**src/rtl/seven_seg_pkg.sv**
```systemverilog
// Shared definitions for the seven-segment scan stage.
// Contents:
//   NIBBLE_W            width of one hex digit
//   MAX_DIGITS          largest digit count the scanner supports
//   DEFAULT_NUM_DIGITS  default number of scanned digits
//   DEFAULT_REFRESH_DIV default clk cycles each digit is held
//   nibble_t            one hex digit
//   lz_mask()           per-digit leading-zero blank vector

package seven_seg_pkg;

  localparam int NIBBLE_W            = 4;
  localparam int MAX_DIGITS          = 8;
  localparam int DEFAULT_NUM_DIGITS  = 4;
  localparam int DEFAULT_REFRESH_DIV = 50000;

  typedef logic [NIBBLE_W-1:0] nibble_t;

  // Returns a vector with bit k set when digit k must be blanked.
  // Walks from the most significant digit down, so a digit is blanked
  // only while every digit above it (and itself) is zero.
  // Digit 0 is never blanked so a zero value still shows a single "0".
  // Nibbles at or above num_digits are ignored.
  function automatic logic [MAX_DIGITS-1:0] lz_mask(
    input logic [NIBBLE_W*MAX_DIGITS-1:0] value,
    input int                             num_digits,
    input logic                           lz
  );
    logic [MAX_DIGITS-1:0] mask;
    logic                  all_zero;
    mask     = '0;
    all_zero = 1'b1;
    for (int k = MAX_DIGITS - 1; k >= 0; k--) begin
      if (k < num_digits) begin
        all_zero = all_zero & (value[k*NIBBLE_W +: NIBBLE_W] == '0);
        mask[k]  = lz & all_zero & (k != 0);
      end
    end
    return mask;
  endfunction

endpackage

```
**src/rtl/seven_seg_scanner_refresh_tick_gen.sv**
```systemverilog
// Refresh prescaler for the seven-segment scanner.
// Counts 0..DIV-1 and wraps; tick is high on the last count, so it
// fires exactly once every DIV clk cycles.
// Ports:
//   clk    in   system clock, rising edge
//   reset  in   synchronous, active-high; clears the count
//   tick   out  1 while the count equals DIV-1

module refresh_tick_gen #(
  parameter int DIV = 4
) (
  input  logic clk,
  input  logic reset,
  output logic tick
);

  localparam int              CNT_W = (DIV > 1) ? $clog2(DIV) : 1;
  localparam logic [CNT_W-1:0] LAST = CNT_W'(DIV - 1);

  logic [CNT_W-1:0] count_q;
  logic [CNT_W-1:0] count_d;

  // Next count: wrap to zero after the last count.
  always_comb begin
    count_d = (count_q == LAST) ? '0 : count_q + 1'b1;
  end

  always_ff @(posedge clk) begin
    if (reset) begin
      count_q <= '0;
    end else begin
      count_q <= count_d;
    end
  end

  assign tick = (count_q == LAST);

endmodule

```
**src/rtl/seven_seg_scanner.sv**
```systemverilog
// Time-multiplexed scan stage feeding a 4-bit hex-to-7-segment decoder.
// Holds a double-buffered multi-digit hex value and cycles through its
// digits, driving one nibble and one anode enable at a time. A loaded
// value waits in a pending buffer and is only shown from the next frame
// boundary on, so a display update never tears.
// Ports:
//   clk          in   system clock, rising edge
//   reset        in   synchronous, active-high
//   load         in   1-cycle strobe; capture value_in into pending buffer
//   value_in     in   hex value, nibble k = value_in[4k+3:4k], k=0 rightmost
//   lz_blank     in   1: suppress leading zeros (sampled live)
//   digit_out    out  nibble for the decoder input
//   an_out       out  one-hot digit enable, polarity set by ANODE_ACTIVE_LOW
//   frame_start  out  1-cycle pulse when digit 0 appears on the outputs
//   pending      out  1 while a loaded value is not yet shown

module seven_seg_scanner
  import seven_seg_pkg::*;
#(
  parameter int NUM_DIGITS       = DEFAULT_NUM_DIGITS,
  parameter int REFRESH_DIV      = DEFAULT_REFRESH_DIV,
  parameter int ANODE_ACTIVE_LOW = 1
) (
  input  logic                           clk,
  input  logic                           reset,
  input  logic                           load,
  input  logic [NIBBLE_W*NUM_DIGITS-1:0] value_in,
  input  logic                           lz_blank,
  output logic [NIBBLE_W-1:0]            digit_out,
  output logic [NUM_DIGITS-1:0]          an_out,
  output logic                           frame_start,
  output logic                           pending
);

  localparam int                   VAL_W    = NIBBLE_W * NUM_DIGITS;
  localparam int                   IDX_W    = $clog2(NUM_DIGITS);
  localparam logic [IDX_W-1:0]     LAST_IDX = IDX_W'(NUM_DIGITS - 1);
  localparam logic [NUM_DIGITS-1:0] AN_OFF  = {NUM_DIGITS{ANODE_ACTIVE_LOW != 0}};

  logic                          tick;
  logic                          boundary;

  logic [IDX_W-1:0]              idx_q, idx_d;
  logic [VAL_W-1:0]              shadow_q, shadow_d;
  logic [VAL_W-1:0]              pend_buf_q, pend_buf_d;
  logic                          pending_q, pending_d;
  logic                          frame_begin_q, frame_begin_d;
  nibble_t                       digit_out_q, digit_out_d;
  logic [NUM_DIGITS-1:0]         an_out_q, an_out_d;
  logic                          frame_start_q, frame_start_d;

  logic [NIBBLE_W*MAX_DIGITS-1:0] shadow_ext;
  logic [MAX_DIGITS-1:0]          blank_vec;
  logic [MAX_DIGITS-1:0]          sel_onehot;
  nibble_t                        sel_nibble;
  logic                           sel_blank;

  refresh_tick_gen #(
    .DIV (REFRESH_DIV)
  ) u_refresh_tick_gen (
    .clk   (clk),
    .reset (reset),
    .tick  (tick)
  );

  // Scan index and double buffer. At the frame boundary the pending
  // value moves into the shadow; a load in the same cycle still lands in
  // the buffer, so it is held over for the following frame.
  always_comb begin
    idx_d         = idx_q;
    shadow_d      = shadow_q;
    pend_buf_d    = pend_buf_q;
    pending_d     = pending_q;
    boundary      = tick && (idx_q == LAST_IDX);

    if (tick) begin
      idx_d = (idx_q == LAST_IDX) ? '0 : idx_q + 1'b1;
    end

    if (boundary && pending_q) begin
      shadow_d  = pend_buf_q;
      pending_d = 1'b0;
    end

    if (load) begin
      pend_buf_d = value_in;
      pending_d  = 1'b1;
    end

    // The boundary is remembered for one cycle so frame_start lines up
    // with digit 0 reaching the registered outputs.
    frame_begin_d = boundary;
  end

  // Output stage: select the current digit's nibble and anode, and blank
  // leading zeros. The shadow is widened to the package's maximum width
  // so the shared lz_mask helper can be reused unchanged.
  always_comb begin
    shadow_ext             = '0;
    shadow_ext[VAL_W-1:0]  = shadow_q;
    blank_vec              = lz_mask(shadow_ext, NUM_DIGITS, lz_blank);
    sel_onehot             = '0;
    sel_nibble             = '0;

    for (int k = 0; k < MAX_DIGITS; k++) begin
      if (k < NUM_DIGITS) begin
        if (idx_q == IDX_W'(k)) begin
          sel_onehot[k] = 1'b1;
          sel_nibble    = shadow_ext[k*NIBBLE_W +: NIBBLE_W];
        end
      end
    end

    sel_blank   = |(blank_vec & sel_onehot);
    digit_out_d = sel_nibble;

    if (sel_blank) begin
      an_out_d = AN_OFF;
    end else if (ANODE_ACTIVE_LOW != 0) begin
      an_out_d = ~sel_onehot[NUM_DIGITS-1:0];
    end else begin
      an_out_d = sel_onehot[NUM_DIGITS-1:0];
    end

    frame_start_d = frame_begin_q;
  end

  // frame_begin resets to 1: the scan restarts at digit 0 after reset,
  // which counts as the start of a frame.
  always_ff @(posedge clk) begin
    if (reset) begin
      idx_q         <= '0;
      shadow_q      <= '0;
      pend_buf_q    <= '0;
      pending_q     <= 1'b0;
      frame_begin_q <= 1'b1;
      digit_out_q   <= '0;
      an_out_q      <= AN_OFF;
      frame_start_q <= 1'b0;
    end else begin
      idx_q         <= idx_d;
      shadow_q      <= shadow_d;
      pend_buf_q    <= pend_buf_d;
      pending_q     <= pending_d;
      frame_begin_q <= frame_begin_d;
      digit_out_q   <= digit_out_d;
      an_out_q      <= an_out_d;
      frame_start_q <= frame_start_d;
    end
  end

  assign digit_out   = digit_out_q;
  assign an_out      = an_out_q;
  assign frame_start = frame_start_q;
  assign pending     = pending_q;

endmodule
```
**config.mk**
```make
export PLATFORM = sky130hd
export DESIGN_NAME = seven_seg_scanner
export DESIGN_NICKNAME = d
export VERILOG_FILES = /design/src/rtl/seven_seg_pkg.sv /design/src/rtl/seven_seg_scanner_refresh_tick_gen.sv /design/src/rtl/seven_seg_scanner.sv
export SDC_FILE = /design/constraint.sdc
export NUM_CORES = 1
export LEC_CHECK = 0
export BUFFER_PORTS_ARGS = -buffer_cell sky130_fd_sc_hd__buf_2
export CORE_ASPECT_RATIO = 1.5
export CORE_MARGIN = 1.5
export CORE_UTILIZATION = 60
export CTS_CLUSTER_DIAMETER = 30
export DETAILED_ROUTE_END_ITERATION = 10
export HOLD_SLACK_MARGIN = 0.15
export PLACE_DENSITY = 0.87
export SLEW_MARGIN = 20
export SYNTH_ARGS = -nofsm -noshare
export SYNTH_HDL_FRONTEND = slang
export SYNTH_SLANG_ARGS = --single-unit
```
**constraint.sdc**
```tcl
create_clock -name clk -period 3.2 [get_ports clk]
set_input_delay 0.16 -clock clk [delete_from_list [all_inputs] [get_ports clk]]
set_output_delay 0.16 -clock clk [all_outputs]
set_load 0.1 [all_outputs]
```
# == Yosys cells after proc, flatten, opt, wreduce, memory -nomap -nowiden ==
# Cells that the tools add are included.
# W data, S select, Z words.
# totals
regBits,61
in_bits,20
wordCells,42
# classes
n_addsub,2
n_eq_ne,4
mux,11
bitwise,7
reduce_logical,9
# ops
operator,n
$add A16 B1 Y16 const B,1
$eq A16 B16 Y1 const B,1
$mux W4,4
$logic_not A4 Y1,3
$reduce_or A9 Y1,1
$mux W1,6
$and A1 B1 Y1,5
$and A4 B4 Y4,1
$eq A2 B2 Y1 const B,2
$not A4 Y4,1
$add A2 B1 Y2 const B,1
$eq A2 B1 Y1 const B,1
$logic_and A1 B1 Y1,2
$logic_not A2 Y1,1
$mux W2,1
$reduce_bool A2 Y1,1
$reduce_or A2 Y1,1

# == Logic depth before layout (Yosys ltp) ==
# Gate-level depths: netlist of the first run.
# depth
word_depth,6
ltp_mapped,8
ltp_nobuf,6

# == By module ==
# From an unflattened synthesis of the first run, not the netlist that was laid out.
# hier_totals
cells_unflattened,272
hier_area_um2,2514.9
# modules_own_cells
module,n_inst,cells_each,area_each_um2,seq_area_each_um2
seven_seg_scanner,1,191,1804.2,900.9
refresh_tick_gen,1,81,710.7,320.3

# == Worst setup path after synthesis of the first run ==
# OpenSTA, ideal clock, no wires.
# synth_timing
kind,register to register
start,"reg pending_q, in the netlist pending"
end,reg shadow_q[10]
setup_time_ns,0.072
arrival_time_ns,1.709
required_ns,3.128
path_slack_ns,1.419
path_stages_with_launch,5
n_path_buf,2
cell_sequence,dfxtp_1 > and3_4 > buf_6 > buf_12 > mux2i_1
# synth_via
elab_chain_cells,1
# synth_rtl
element,line,source
from (decl),seven_seg_scanner.sv:46,"logic pending_q, pending_d;"
from (signal assigned),seven_seg_scanner.sv:144,pending_q <= pending_d;
$logic_and A1 B1 Y1,seven_seg_scanner.sv:80,if (boundary && pending_q) begin
to (signal assigned),seven_seg_scanner.sv:142,shadow_q <= shadow_d;
to (decl),seven_seg_scanner.sv:44,"logic [VAL_W-1:0] shadow_q, shadow_d;"
# Every way passes these cells.
# A chain may end at the register's enable or synchronous reset.

# == Worst setup path after layout of the first run ==
# layout_timing
start,reg u_refresh_tick_gen.count_q[0]
end,reg shadow_q[3]
# layout_via
elab_chain_cells,3
# layout_rtl
element,line,source
from (decl),seven_seg_scanner_refresh_tick_gen.sv:20,logic [CNT_W-1:0] count_q;
from (signal assigned),seven_seg_scanner_refresh_tick_gen.sv:32,count_q <= count_d;
$eq A16 B16 Y1,seven_seg_scanner_refresh_tick_gen.sv:36,assign tick = (count_q == LAST);
$logic_and A1 B1 Y1,seven_seg_scanner.sv:74,boundary = tick && (idx_q == LAST_IDX);
$logic_and A1 B1 Y1,seven_seg_scanner.sv:80,
# Every way passes these cells.

==> impl_metrics.csv, run 1 <==
group,metric,value,unit
outcome,outcome,"complete, no violations",
clock_tree,cts_max_level,3,
clock_tree,clock_path_buffers,2,
final_layout,fillers,304,
worst_setup_path,rr_worst_depth,5,
grt,grt_pass1_wl,8480,um
final_layout,area_delta_synth_final,17.26,%
power,power.static_leakage,1.170,nW
final_layout,nNetsFinal,339,
routing,via_per_inst,5.398,
placed_design,port_buffers,29,
synthesis,synth-seq-cells,61,
synthesis,yosysWarningCount,0,
power,finalPower,0.001509,W
timing,rsz0062_at_grt,"no",
clock_tree,cts_root_buf,"clkbuf_8",
synthesis,syn_nets,298,
timing,final.period_utilization,60.15,%
synthesis,synth_ff_type,"dfxtp_1",
clock_tree,clk_pin_slew_worst_paths,60,ps
clock_tree,cts_tree,"done",
worst_setup_path,critical_path.startpoint_type,"register",
worst_setup_path,worst_path_largest_cell_delay,420,ps
synthesis,synthCells,273,
worst_setup_path,cp_max_fo,16,
routing,route.detailed.drc,0,
clock_tree,clk_latency,330,ps
die,rows,29,
worst_setup_path,ff2ff_setup_slack,1280,ps
grt,grt_max_degree,40,
final_layout,num_antenna_cells,0,
worst_setup_path,crit_start,"u_refresh_tick_gen.count_q[0]",
placed_design,gp_congestion,0.8032,
timing,fmax,519.5,MHz
synthesis,synthTopCellsByArea,"dfxtp_1, mux2i_1, nand2b_1",
grt,overflow,0,
synthesis,yosysMostFrequentCell,"dfxtp_1",
timing,skew,5.019,ps
worst_setup_path,crit_chain,"ha_1, and3_1, and4_1, and3_4, mux2i_1",
clock_tree,cts_setup_buffers,0,
synthesis,synth_common_cells,"dfxtp_1, nor2_1, mux2i_1",
synthesis,syn_avg_cell_area,9.611,sq um
synthesis,ys_types,33,
timing,period_minus_slack,1925,ps
routing,drt_iter0_markers,32,
die,initial_core_util,62.34,%
synthesis,synthArstFlopShare,0,%
die,fp.dieH,83.99,um
routing,drt-total-wl,4990,um
synthesis,yosys.area.top_type_share,46.54,%
synthesis,yosys.area.top_type,"dfxtp_1",
final_layout,final_cells,364,
synthesis,synth_area,2624,sq um
synthesis,synth_edf_count,0,
timing,tightest_slew,519.4,ps
worst_setup_path,slowest_stage,"and3_4",
die,core_area,4209,sq um
grt,antenna_found_initial,0,
worst_setup_path,r2r_end,"shadow_q[3]",
placed_design,placedCellCount,332,
worst_setup_path,worstSetupPathType,"reg -> reg",
min_path,hold_class,"in -> reg",
timing,hold_viol,0,
timing,fin_setup_tns,0,ps
routing,firstDrtPassIters,4,
timing,hold_ws,209.4,ps
placed_design,place_ws,1329,ps
power,peakVddDrop,0.0004927,V
worst_setup_path,worstPathRequired,3460,ps
die,die_w,57.00,um
routing,wl_per_cell,13.71,um
die,die_area,4787,sq um
worst_setup_path,end_kind,"register",
timing,setup-violations-final,0,
timing,drv_slew,0,
worst_setup_path,crit_end,"shadow_q[3]",
clock_tree,ctsResizeCount,0,
power,power_density,490.5,nW/um^2
die,pin_count,30,
worst_setup_path,critical_path_arrival,2180,ps
clock_tree,cts_buffers,9,
routing,ant_nets,0,
job,drv_cap,0,
timing,relSlewSlack,65.37,%
worst_setup_path,timing.rr.start,"u_refresh_tick_gen.count_q[0]",
grt,track_usage,22.85,%
timing,setup_slack,1275,ps
clock_tree,clock-sinks,61,
grt,grt_pass1_vias,1953,
synthesis,ys_seq_area_share,46.54,%
routing,vias,1965,
final_layout,drive_gt1_share,14.78,%
clock_tree,postCtsHoldBufs,17,
placed_design,hpwl,3287,um
worst max-delay path: cells and delay by family (launching register included):
family	cells	cell delay (ps)
adders and majority gates	1	240
DFF	1	390
and+or+nand+nor	3	960
muxes	1	250
where the power goes:
group | internal (W) | total [W] | switching, W
clock network | 0.000340 | 0.000613 | 0.000273
logic | 0.0000505 | 0.000107 | 0.0000561
registers | 0.000778 | 0.000790 | 0.0000121
registers in the layout (all words and copies together), names as in the netlist:
register,cells
pend_buf_q,16
shadow_q,16
u_refresh_tick_gen.count_q,16
an_out,4
digit_out,4
idx_q,2
frame_begin_q,1
frame_start,1
pending,1
cell families (layout without fill, tap and decap cells):
kind of cell | Yosys count | count (layout) | share of synthesized area, %
adder cells (fa/ha/maj) | 5 | 5 | 2.384
flip-flops | 61 | 61 | 46.54
buffers and inverters | 23 | 68 | 4.864
AND/OR/NAND/NOR | 119 | 119 | 24.56
AO/OA/AOI/OAI | 17 | 17 | 4.006
multiplexers | 34 | 34 | 12.97
XOR/XNOR | 14 | 14 | 4.673
metrics by stage:
stage	util, %	cell area [sq um]
2_1_floorplan	-	2624
3_3_place_gp	64.83	2729
3_5_place_dp	64.83	2729
4_1_cts	73.10	3077
5_1_grt	73.10	3077
6_report	73.10	3077
layout make-up:
cell class	instances	area, sq um	share of cell area, %
repair buffers	47	322.8	10.49
inverters	6	22.52	0.7320
well taps	46	57.56	1.871
multi-input cells	189	1275	41.44
flip-flops and latches	61	1221	39.69
clock inverters	1	5.005	0.1627
clock buffers	14	172.7	5.612
placed cells by master (no fill, tap or decap), types with 2 or more instances in the layout:
master	netlist	final
nand2_1	13	13
buf_2	2	29
nand3b_1	8	8
clkbuf_8	0	12
xnor2_1	11	11
o22ai_1	4	4
a21oi_1	9	9
nor4_1	7	7
dfxtp_1	61	61
dlygate4sd3_1	0	17
mux2i_1	34	34
ha_1	5	5
nand2b_1	32	32
and4_1	2	2
nor2_1	36	36
nand3_1	4	4
clkbuf_1	11	2
nor3_1	4	4
nand4_1	5	5
inv_1	6	6
xor2_1	3	3
metal layers:
layer  vias up  track usage [%]  part of all wire [%]
li1       1001                -                     -
met1       923            25.05                    42
met2        32            40.44                    54
met3         9            5.271                   2.7
met4         0            10.57                   1.8
met5         -                0                     0
worst min path at each step:
| stage | slack (ps) | to | cells past startpoint | startpoint |
|---|---|---|---|---|
| 6_report | 210 | pend_buf_q[0] | 2 | reset |
| 3_5_place_dp | 400 | pend_buf_q[14] | 3 | value_in[14] |
| 5_1_grt | 230 | pend_buf_q[15] | 2 | reset |
| 4_1_cts | 200 | pend_buf_q[0] | 2 | reset |
| 3_3_place_gp | 390 | pend_buf_q[13] | 3 | value_in[13] |
| 2_1_floorplan | 300 | an_out[3] | 2 | lz_blank |
(Power assumes the default switching activity.)
==> run 2, diff against run 1 <==
--- a/config.mk
+++ b/config.mk
@@ -8,11 +8,11 @@
 export BUFFER_PORTS_ARGS = -buffer_cell sky130_fd_sc_hd__buf_2
 export CORE_ASPECT_RATIO = 1.5
 export CORE_MARGIN = 1.5
-export CORE_UTILIZATION = 60
+export CORE_UTILIZATION = 57
 export CTS_CLUSTER_DIAMETER = 30
 export DETAILED_ROUTE_END_ITERATION = 10
 export HOLD_SLACK_MARGIN = 0.15
-export PLACE_DENSITY = 0.87
+export PLACE_DENSITY = 0.83
 export SLEW_MARGIN = 20
 export SYNTH_ARGS = -nofsm -noshare
 export SYNTH_HDL_FRONTEND = slang
==> constraint.sdc (replaced) <==
create_clock -name clk -period 1.8 [get_ports clk]
set_input_delay 0.09 -clock clk [delete_from_list [all_inputs] [get_ports clk]]
set_output_delay 0.09 -clock clk [all_outputs]
set_load 0.1 [all_outputs]
==> impl_metrics.csv, run 2 (synthesis results as in run 1) <==
group,metric,value,unit
clock_tree,cts_root_buf,"clkbuf_8",
placed_design,port_buffers,29,
routing,drt-total-wl,5417,um
min_path,hold_class,"in -> reg",
die,rows,30,
die,core_area,4467,sq um
routing,ant_nets,0,
power,power.static_leakage,1.236,nW
worst_setup_path,worstSetupPathType,"reg -> reg",
die,die_w,58.40,um
die,pin_count,30,
die,fp.dieH,86.10,um
clock_tree,cts_tree,"done",
clock_tree,clock-sinks,61,
timing,setup-violations-final,0,
final_layout,final_cells,375,
timing,skew,8.089,ps
final_layout,area_delta_synth_final,21.84,%
power,finalPower,0.002873,W
worst_setup_path,critical_path.startpoint_type,"register",
power,peakVddDrop,0.0005404,V
placed_design,gp_congestion,0.8699,
clock_tree,clk_latency,340,ps
final_layout,drive_gt1_share,18.04,%
final_layout,stdcell_area,3197,sq um
final_layout,layout_common_cells,"dfxtp_1, nor2_1, mux2i_1",
final_layout,final_common_cell,"dfxtp_1",
placed_design,placedCellCount,337,
clock_tree,clk_pin_slew_worst_paths,60,ps
timing,drv_slew,0,
job,drv_cap,0,
worst_setup_path,worst_path_largest_cell_delay,380,ps
routing,drt_iter0_markers,99,
clock_tree,cts_max_level,3,
routing,route.detailed.drc,0,
grt,grt_max_degree,39,
clock_tree,cts_buffers,9,
timing,hold_viol,0,
worst_setup_path,slowest_stage,"dfxtp_2",
final_layout,top_regs,"pend_buf_q: 16 flops, shadow_q: 16 flops, u_refresh_tick_gen.count_q: 16 flops",
routing,wl_per_cell,14.45,um
timing,hold_ws,162.0,ps
worst_setup_path,cp_max_fo,14,
grt,track_usage,23.87,%
grt,grt_pass1_vias,2083,
outcome,outcome,"complete, no violations",
clock_tree,clock_path_buffers,2,
final_layout,nNetsFinal,347,
worst_setup_path,end_kind,"register",
routing,firstDrtPassIters,4,
worst_setup_path,worstPathRequired,2060,ps
timing,final.period_utilization,93.20,%
placed_design,hpwl,3303,um
die,die_area,5028,sq um
timing,period_minus_slack,1678,ps
routing,via_per_inst,5.515,
worst_setup_path,critical_path_arrival,1940,ps
routing,vias,2068,
final_layout,num_antenna_cells,0,
timing,tightest_slew,521.9,ps
placed_design,postPlaceCellArea,2754,sq um
timing,setup_slack,122.5,ps
die,initial_core_util,58.74,%
placed_design,place_ws,69.12,ps
grt,grt_pass1_wl,9080,um
grt,antenna_found_initial,0,
timing,relSlewSlack,65.21,%
timing,fmax,596.1,MHz
worst_setup_path,crit_chain,"ha_2, and3_1, and4_1, and3_4, buf_12, mux2i_1",
power,power_density,898.7,nW/um^2
grt,overflow,0,
[run 2: cell types whose count changed in the layout (fill, tap and decap cells not counted), moves of 2 or more]
cell / change
dlygate4sd3_1: +3
dfxtp_1: -2
clkbuf_1: -2
buf_4: +4
clkinv_2: +2
dfxtp_2: +2
[run 2: per-layer routing]
metal | vias to the layer above | share of wire (%) | global-route usage [%]
met2 | 47 | 53 | 41.27
met1 | 984 | 41 | 25.24
met5 | - | 0 | 0
met4 | 0 | 3.3 | 14.80
met3 | 19 | 3.3 | 5.732
li1 | 1018 | - | -
[run 2: stage by stage]
step	util, %	TNS (ps)
after floorplan	-	0
after global placement	61.65	0
after detailed placement	61.65	0
after CTS	71.46	0
after global routing	71.57	-14.54
final	71.57	0
[run 2: cell type report]
class	count	area [sq um]
inverter	6	22.52
sequential	61	1224
multi-input combinational	189	1277
clock inverter	4	45.04
timing repair buffer	55	402.9
fill	309	1270
clock buffer	12	165.2
tap	48	60.06
[run 2: path summary, 6_finish.rpt]
path | startpoint | cells past startpoint | slack [ps] | endpoint
setup / recovery | u_refresh_tick_gen.count_q[0] | 6 | 120 | shadow_q[14]
hold / removal | reset | 2 | 160 | pend_buf_q[2]
setup reg to reg | u_refresh_tick_gen.count_q[0] | 6 | 120 | shadow_q[14]
hold reg to reg | frame_begin_q | 1 | 450 | frame_start
[run 2: timing repair]
action | 4_1_cts | 5_1_grt
resized for setup | 0 | 4
pin swaps | 1 | 0
endpoints found under the setup margin | 1 | 31
hold buffers | 20 | 0
cloned | 0 | 0
hold endpoints to repair | 17 | 0
buffers inserted | 2 | 0
[run 2: power breakdown]
group | leakage [nW] | internal, W | switching, W | total [W]
logic | 0.627 | 0.0000959 | 0.000103 | 0.000199
registers | 0.497 | 0.00138 | 0.0000234 | 0.00141
clock network | 0.112 | 0.000746 | 0.000522 | 0.00127
total | 1.24 | 0.00222 | 0.000649 | 0.00287
[run 2: critical path, delay by kind of cell (launching register included)]
kind | cells | cell delay, ps
buffers and inverters | 1 | 160
muxes | 1 | 180
and+or+nand+nor | 3 | 650
DFF | 1 | 380
adders and majority gates | 1 | 230
==> run 3, diff against run 2 <==
==> constraint.sdc (replaced) <==
create_clock -name clk -period 1.6 [get_ports clk]
set_input_delay 0.08 -clock clk [delete_from_list [all_inputs] [get_ports clk]]
set_output_delay 0.08 -clock clk [all_outputs]
set_load 0.1 [all_outputs]
==> impl_metrics.csv, run 3 (synthesis results as in run 1) <==
group,metric,value,unit
routing,wl_per_cell,14.79,um
job,drv_cap,0,
timing,rsz0062_at_grt,"yes",
power,pwr-share-clk,40.3,%
routing,route.detailed.drc,0,
timing,setup_slack,56.82,ps
worst_setup_path,critical_path_arrival,1800,ps
grt,grt_max_degree,40,
grt,overflow,0,
power,peakVddDrop,0.0005875,V
die,die_area,5028,sq um
die,pin_count,30,
routing,ant_nets,0,
timing,hold_viol,0,
clock_tree,clock_path_buffers,2,
routing,vias,2126,
routing,drt-total-wl,5738,um
clock_tree,clk_pin_slew_worst_paths,60,ps
die,core_area,4467,sq um
worst_setup_path,end_kind,"register",
power,power_frac_seq,51.8,%
final_layout,nNetsFinal,361,
timing,skew,8.995,ps
grt,track_usage,24.16,%
grt,antenna_found_initial,0,
timing,drv_slew,0,
timing,final.period_utilization,96.45,%
power,switchingPower,0.0006919,W
final_layout,area_delta_synth_final,27.47,%
worst_setup_path,worstPathRequired,1860,ps
final_layout,drive_gt1_share,22.94,%
placed_design,place_ws,-57.71,ps
die,die_w,58.40,um
placed_design,placedCellCount,346,
timing,fmax,648.0,MHz
timing,setup-violations-final,0,
final_layout,utilization,74.87,%
clock_tree,cts_root_buf,"clkbuf_8",
routing,firstDrtPassIters,4,
clock_tree,cts_max_level,3,
final_layout,final_cells,388,
die,rows,30,
power,power_density,911.1,nW/um^2
routing,via_per_inst,5.479,
grt,grt_pass1_vias,2007,
timing,relSlewSlack,66.91,%
clock_tree,cts_buffers,9,
power,p_int,0.002355,W
final_layout,num_antenna_cells,0,
worst_setup_path,critical_path.startpoint_type,"register",
timing,hold_ws,298.1,ps
timing,tightest_slew,496.4,ps
worst_setup_path,worstSetupPathType,"reg -> reg",
power,power.static_leakage,1.299,nW
power,combPwrFrac,7.9,%
outcome,outcome,"complete, no violations",
final_layout,final_common_cell,"dfxtp_1",
clock_tree,cts_tree,"done",
die,fp.dieH,86.10,um
die,initial_core_util,58.74,%
grt,grt_pass1_wl,9156,um
clock_tree,clock-sinks,61,
final_layout,layout_common_cells,"dfxtp_1, nor2_1, mux2i_1",
routing,drt_iter0_markers,82,
placed_design,gp_congestion,0.8533,
power,switching_share,22.71,%
min_path,hold_class,"in -> reg",
final_layout,top_regs,"pend_buf_q: 16 flops, shadow_q: 16 flops, u_refresh_tick_gen.count_q: 16 flops",
worst_setup_path,cp_max_fo,6,
timing,period_minus_slack,1543,ps
placed_design,hpwl,3472,um
clock_tree,clk_latency,340,ps
placed_design,port_buffers,29,
## run 3: cell count changes in the layout (fill, tap and decap cells not counted), moves of 2 or more
cell / before / now
buf_4: 5 / 16
clkbuf_1: 0 / 2
clkinv_2: 3 / 1
dfxtp_1: 59 / 55
dfxtp_2: 2 / 5
## run 3: what timing repair did
| item | CTS | global route |
|---|---|---|
| endpoints found under the hold margin | 18 | 0 |
| gates cloned | 0 | 1 |
| endpoints found under the setup margin | 31 | 15 |
| setup buffers | 3 | 2 |
| gates resized for setup | 3 | 8 |
| hold buffers | 21 | 0 |
| pin swaps | 2 | 3 |
## run 3: critical path, stage by stage (launching register included)
cell,delay [ps]
dfxtp_4,360
ha_4,130
and3_4,180
and4_4,220
and3_4,240
buf_12,130
mux2i_1,200
## run 3: stage by stage
step / TNS [ps] / instance area, sq um / total power [W]
2_1_floorplan: -361.7 / 2645 / 0.001751
3_5_place_dp: -1060 / 2843 / 0.001805
3_3_place_gp: 0 / 2843 / 0.001797
4_1_cts: 0 / 3277 / 0.003045
5_1_grt: -24.06 / 3344 / 0.003172
6_report: 0 / 3344 / 0.003047
## run 3: layer usage
| layer | global-route usage [%] | wire length [um] | vias to the layer above |
|---|---|---|---|
| met5 | 0 | 0 | - |
| met4 | 13.74 | 232 | 0 |
| met3 | 4.827 | 237 | 25 |
| met2 | 40.76 | 2983 | 75 |
| met1 | 27.69 | 2284 | 983 |
| li1 | - | - | 1043 |
## run 3: final timing paths
| kind | startpoint | end | slack (ps) | cells after the start |
|---|---|---|---|---|
| max | u_refresh_tick_gen.count_q[1] | shadow_q[9] | 60 | 6 |
| min reg2reg | frame_begin_q | frame_start | 450 | 1 |
| max reg2reg | u_refresh_tick_gen.count_q[1] | shadow_q[9] | 60 | 6 |
| min | load | pend_buf_q[4] | 300 | 3 |
## run 3: area by class of cell
cell class | count | area (sq um)
Clock buffer | 14 | 172.7
Clock inverter | 1 | 5.005
Fill cell | 307 | 1122
Inverter | 6 | 22.52
Multi-Input combinational cell | 189 | 1321
Sequential cell | 61 | 1231
Tap cell | 48 | 60.06
Timing Repair Buffer | 69 | 531.8
## run 3: power by group through the flow
stage | Sequential [W] | Clock, W | Combinational [W]
2_1_floorplan | 0.00164 | 0 | 0.000109
3_3_place_gp | 0.00161 | 0 | 0.000186
3_5_place_dp | 0.00161 | 0 | 0.000193
4_1_cts | 0.00158 | 0.00123 | 0.000234
5_1_grt | 0.00158 | 0.00133 | 0.000260
6_report | 0.00158 | 0.00123 | 0.000241
